==> src/rtl/sig_host_port.sv <==
// sig_host_port -- host-side signature port for a test core.
//
// A four-register window at BASE_ADDR lets the core under test push
// signature words into a FIFO, clear the overflow flag and request the end
// of the test. Once the end of the test is requested, the buffered words
// are drained to a downstream reader before HALT is raised.
//
// Ports
//   CLK, RST             clock, synchronous active-high reset
//   DMEM_AW*/DMEM_WDATA  core write channel (one write per cycle)
//   DMEM_ARADDR          core read address (reads are combinational)
//   DMEM_RDATA/DMEM_HIT  read data and window-hit flag
//   SIG_T*               signature stream (valid/ready)
//   HALT                 test finished, all words drained
//   OVERFLOW             sticky, a signature word was dropped
module sig_host_port #(
  parameter logic [31:0] BASE_ADDR  = 32'hF0000000,
  parameter logic [31:0] HALT_MAGIC = 32'hCAFECAFE,
  parameter int unsigned FIFO_DEPTH = 16
) (
  input  logic        CLK,
  input  logic        RST,
  input  logic [31:0] DMEM_AWADDR,
  input  logic [31:0] DMEM_WDATA,
  input  logic        DMEM_AWVALID,
  input  logic [31:0] DMEM_ARADDR,
  output logic [31:0] DMEM_RDATA,
  output logic        DMEM_HIT,
  output logic [31:0] SIG_TDATA,
  output logic        SIG_TVALID,
  input  logic        SIG_TREADY,
  output logic        HALT,
  output logic        OVERFLOW
);

  localparam int unsigned AW = $clog2(FIFO_DEPTH);
  localparam int unsigned CW = AW + 1;

  typedef enum logic [1:0] {
    StRun    = 2'd0,
    StDrain  = 2'd1,
    StHalted = 2'd2
  } state_e;

  state_e        r_state;
  logic [CW-1:0] r_count;
  logic [AW-1:0] r_wr_ptr;
  logic [AW-1:0] r_rd_ptr;
  logic          r_overflow;
  logic          r_halt;
  logic [31:0]   r_mem [FIFO_DEPTH];

  // Word-granular offsets from the window base; byte lanes are ignored.
  logic [29:0] w_wword;
  logic [29:0] w_rword;
  logic        w_whit;
  logic        w_wr_ctrl;
  logic        w_wr_sig;
  logic        w_wr_clr;
  logic        w_run;
  logic        w_pop;
  logic        w_full;
  logic        w_push_req;
  logic        w_push;
  logic        w_ovf_evt;
  logic        w_halt_req;
  logic [CW-1:0] w_count_nxt;
  logic [14:0] w_count15;
  logic        w_unused_addr_lsbs;

  assign w_unused_addr_lsbs = ^{DMEM_AWADDR[1:0], DMEM_ARADDR[1:0]};

  assign w_wword   = DMEM_AWADDR[31:2] - BASE_ADDR[31:2];
  assign w_whit    = DMEM_AWVALID && (w_wword[29:2] == 28'd0);
  assign w_wr_ctrl = w_whit && (w_wword[1:0] == 2'd0);
  assign w_wr_sig  = w_whit && (w_wword[1:0] == 2'd1);
  assign w_wr_clr  = w_whit && (w_wword[1:0] == 2'd2);

  // Only RUN accepts writes; DRAIN and HALTED ignore everything.
  assign w_run      = (r_state == StRun);
  assign w_pop      = (r_count != '0) && SIG_TREADY;
  assign w_full     = (r_count == CW'(FIFO_DEPTH));
  assign w_push_req = w_wr_sig && w_run;
  // A full FIFO still accepts a push when a pop frees a slot on the same edge.
  assign w_push     = w_push_req && (!w_full || w_pop);
  assign w_ovf_evt  = w_push_req && w_full && !w_pop;
  assign w_halt_req = w_wr_ctrl && w_run && (DMEM_WDATA == HALT_MAGIC);

  assign w_count_nxt = r_count + CW'(w_push) - CW'(w_pop);

  always_ff @(posedge CLK) begin
    if (RST) begin
      r_state    <= StRun;
      r_count    <= '0;
      r_wr_ptr   <= '0;
      r_rd_ptr   <= '0;
      r_overflow <= 1'b0;
      r_halt     <= 1'b0;
    end else begin
      r_count <= w_count_nxt;
      if (w_push) r_wr_ptr <= r_wr_ptr + AW'(1);
      if (w_pop)  r_rd_ptr <= r_rd_ptr + AW'(1);

      // Overflow event beats a concurrent clear.
      if (w_ovf_evt) begin
        r_overflow <= 1'b1;
      end else if (w_wr_clr && w_run) begin
        r_overflow <= 1'b0;
      end

      unique case (r_state)
        StRun: begin
          if (w_halt_req) begin
            if (w_count_nxt != '0) begin
              r_state <= StDrain;
            end else begin
              r_state <= StHalted;
              r_halt  <= 1'b1;
            end
          end
        end
        StDrain: begin
          if (w_count_nxt == '0) begin
            r_state <= StHalted;
            r_halt  <= 1'b1;
          end
        end
        StHalted: begin
          r_halt <= 1'b1;
        end
        default: begin
          r_state <= StRun;
          r_halt  <= 1'b0;
        end
      endcase
    end
  end

  // Storage carries no reset; contents are only observed while non-empty.
  always_ff @(posedge CLK) begin
    if (w_push) r_mem[r_wr_ptr] <= DMEM_WDATA;
  end

  assign SIG_TVALID = (r_count != '0);
  assign SIG_TDATA  = r_mem[r_rd_ptr];
  assign HALT       = r_halt;
  assign OVERFLOW   = r_overflow;

  assign w_rword   = DMEM_ARADDR[31:2] - BASE_ADDR[31:2];
  assign DMEM_HIT  = (w_rword[29:2] == 28'd0);
  assign w_count15 = 15'(r_count);

  always_comb begin
    DMEM_RDATA = 32'd0;
    if (DMEM_HIT) begin
      unique case (w_rword[1:0])
        2'd0: DMEM_RDATA = {30'd0, r_state};
        2'd1: DMEM_RDATA = SIG_TVALID ? SIG_TDATA : 32'd0;
        2'd2: DMEM_RDATA = 32'd0;
        2'd3: DMEM_RDATA = {16'd0, w_count15, r_overflow};
        default: DMEM_RDATA = 32'd0;
      endcase
    end
  end

endmodule

==> config.mk <==
export PLATFORM = sky130hd
export DESIGN_NAME = sig_host_port
export DESIGN_NICKNAME = d
export VERILOG_FILES = /design/src/rtl/sig_host_port.sv
export SDC_FILE = /design/constraint.sdc
export NUM_CORES = 1
export LEC_CHECK = 0
export CAP_MARGIN = 20
export CORE_MARGIN = 2
export CORE_UTILIZATION = 30
export CTS_CLUSTER_SIZE = 30
export DETAILED_ROUTE_END_ITERATION = 8
export PLACE_DENSITY = 0.51
export SYNTH_ARGS = -nofsm -noshare
export SYNTH_HDL_FRONTEND = slang
export SYNTH_SLANG_ARGS = --single-unit
==> constraint.sdc <==
create_clock -name CLK -period 11.5 [get_ports CLK]
set_input_delay 1.15 -clock CLK [delete_from_list [all_inputs] [get_ports CLK]]
set_output_delay 1.15 -clock CLK [all_outputs]
set_load 0.02 [all_outputs]
==> run summary <==
outcome: finished clean
Critical-path top delay cell: buf_12
Post-Synthesis Mean Instance Area: 22.1 µm²
fin. max-slew vios: 0
crit share post-route: 45.1%
Buffers on Ports: 163
antenna cells: 0
core area: 68,800 µm²
Fin Clk Skew: 0.0178 ns
CP Launch Type: flip-flop
max_cap viols: 0
Congestion Overflow GR: 0
crit path max fanout: 104
total track usage: 14.1%
post-DR vias/cell: 4.79
drt wl/cell: 23.8 µm
DRT iter0 DRCs: 701
fillers: 6,284
Final Hold Fails: 0
commonest non-fill, non-tap cell in the layout: edfxtp_1
Max Fclk: 0.193 GHz
Synth top area share: 73.6%
layout cells sized above 1: 23.2%
first-pass GRT wire length: 72,900 µm
Reg clk slew, reported paths: 0.06 ns
most used cell, CP: mux4_2
worst min path class: flip-flop to flip-flop
Rows: 96
DIE AREA: 71,800 µm²
Clk Tree Root Cell: clkbuf_16
Top delay family on crit path: buffers and inverters
routed via count: 10,100
max incr delay on CP: 0.72 ns
Finished Layout Cells: 2,115
DRT Wirelength: 50,400 µm
sequential fraction of the synthesis area: 75.6%
TritonCTS clock tree: built
Power Total: 4.76 mW
CTS max path bufs: 3
Syn. warnings: 0
min Tclk post-route: 5.19 ns
largest net degree at the start of global routing: 105
Placer Congestion: 0.687
worst-skew pair later-pin latency: 0.60 ns
asr flop ratio synth: 0%
router iterations before antenna repair: 4
nets: 1,255
Yosys reg bits: 533
dominant cell type by area after synthesis: edfxtp_1
critical path capture point type: primary output
H-tree depth: 2
Hold WS: 0.500 ns
slew of the pin with the lowest slew margin: 0.926 ns
Leak: 7.70 nW
final core occ: 37.0%
VDD IR max: 163 µV
power density cells: 187 nW/µm²
I/O Pins: 168
leading cell types in the layout, fill and taps excluded: 512 x edfxtp_1, 163 x clkdlybuf4s50_1, 154 x mux4_2, 57 x clkbuf_16, 28 x and2_1
Post-synth EDFFs: 512
synth unique cells: 50
Main synth FF type: edfxtp_1
Initial Util: 30.4%
die height: 268 µm
antenna violations before repair: 0
Layout area overhead: 22.0%
Netlist Area Pre-Place: 20,900 µm²
Final TNS setup: 0 ns
Setup-failing EPs final: 0
critical path cell sequence: buf_12 -> mux4_2 -> mux4_2 -> and2_1 -> clkdlybuf4s50_1
Post-Syn Nets: 1,056
RSZ-0062 raised after global routing: no
Rel. slew slack: 38.3%
Post-CTS Setup Repair Bufs: 0
clk sinks: 533
Hold Buf Count CTS: 0
vias in the first global route: 10,700
Area contributors post-synth: edfxtp_1 74%, mux4_2 17%, dfxtp_1 2.0%, and2_1 0.84%, ha_1 0.60%
CP Class: flip-flop to primary output
post-route DRC violation count: 0
Arr. time, crit path: 4.04 ns
CTS resizes: 0
Num CTS Buffers: 55
Mapped Cells: 945
dpl cells: 2,018
CP Data Required Time: 10.35 ns
antenna viol nets, final: 0
HPWL Detailed: 27,300 µm
Die W: 268 µm
Buf+Inv Stages, Crit Path: 2
## synthesized netlist by cell type (2+ instances only)
library cell / count
o21ai_1: 2
ha_1: 10
nor4b_1: 3
buf_4: 3
edfxtp_1: 512
nor2b_1: 6
or3_1: 5
buf_1: 5
a22oi_1: 16
and4b_1: 2
nand4_1: 6
a31oi_1: 2
nand3_1: 5
xnor2_1: 5
and3b_1: 2
dfxtp_1: 21
clkbuf_1: 20
nor4bb_1: 5
nand2_1: 20
o21ai_0: 2
a21o_1: 3
nor4_1: 6
buf_2: 13
and2_1: 28
nor4_2: 4
nand2b_1: 5
mux4_2: 154
nor3_1: 8
nor2_1: 30
a22o_1: 4
a21oi_1: 9
inv_1: 10
xor2_1: 2
## registers in the layout (all words and copies together), names as in the netlist, named ones only
register,flops
r_mem,512
r_count,5
r_rd_ptr,4
r_wr_ptr,4
r_state,2
HALT,1
OVERFLOW,1
## worst paths after layout
check	start	endpoint	slack, ns	cells after the start
setup / recovery	flip-flop	DMEM_RDATA[28]	6.31	5
hold / removal	r_rd_ptr[3]	flip-flop	0.50	2
setup reg to reg	r_count[2]	r_state[0]	8.14	13
hold reg to reg	r_rd_ptr[3]	flip-flop	0.50	2
## cells by family after synthesis
family | Yosys count | synth area share, %
AO/OA/AOI/OAI | 44 | 1.45
XOR/XNOR | 7 | 0.293
adder cells (fa/ha/maj) | 11 | 0.694
buffers and inverters | 52 | 1.10
flip-flops | 533 | 75.6
multiplexers | 154 | 16.6
AND/OR/NAND/NOR | 144 | 4.28
## worst min-delay path: stages (launching register included)
cell and delay [ns]:
dfxtp_1 0.31, o21ai_0 0.07, a21oi_1 0.07
## stage by stage
| stage | instance area, µm² | setup WS (ns) |
|---|---|---|
| after floorplan | 20900 | 6.55 |
| after global placement | 23800 | 6.27 |
| after detailed placement | 23800 | 6.28 |
| after CTS | 25500 | 6.16 |
| after global routing | 25500 | 6.06 |
| final | 25500 | 6.31 |
## report_power, final
group          internal (mW)  total [mW]  switching [mW]
Combinational          0.465       0.866           0.400
Clock                  0.989        1.70           0.708
Sequential              2.14        2.19          0.0528
Total                   3.60        4.76            1.16
## per-layer routing
layer	global-route usage, %	vias up	wire length [µm]	share of wire (%)
li1	-	4393	-	-
met1	18.9	5467	22000	44
met2	24.0	204	25700	51
met3	2.25	60	1900	3.8
met4	3.16	0	782	1.6
met5	0	-	0	0
## area by class of cell
cell class                 count  area [µm²]  share of cell area, %
tap                          931        1160                   4.57
clock inverter                23         203                  0.795
inverter                      10        37.5                  0.147
multi-input combinational    360        4980                   19.6
sequential                   533       15800                   62.0
clock buffer                  74        1490                   5.85
timing repair buffer         184        1800                   7.07
No activity file was read; power rests on OpenSTA's default activity.
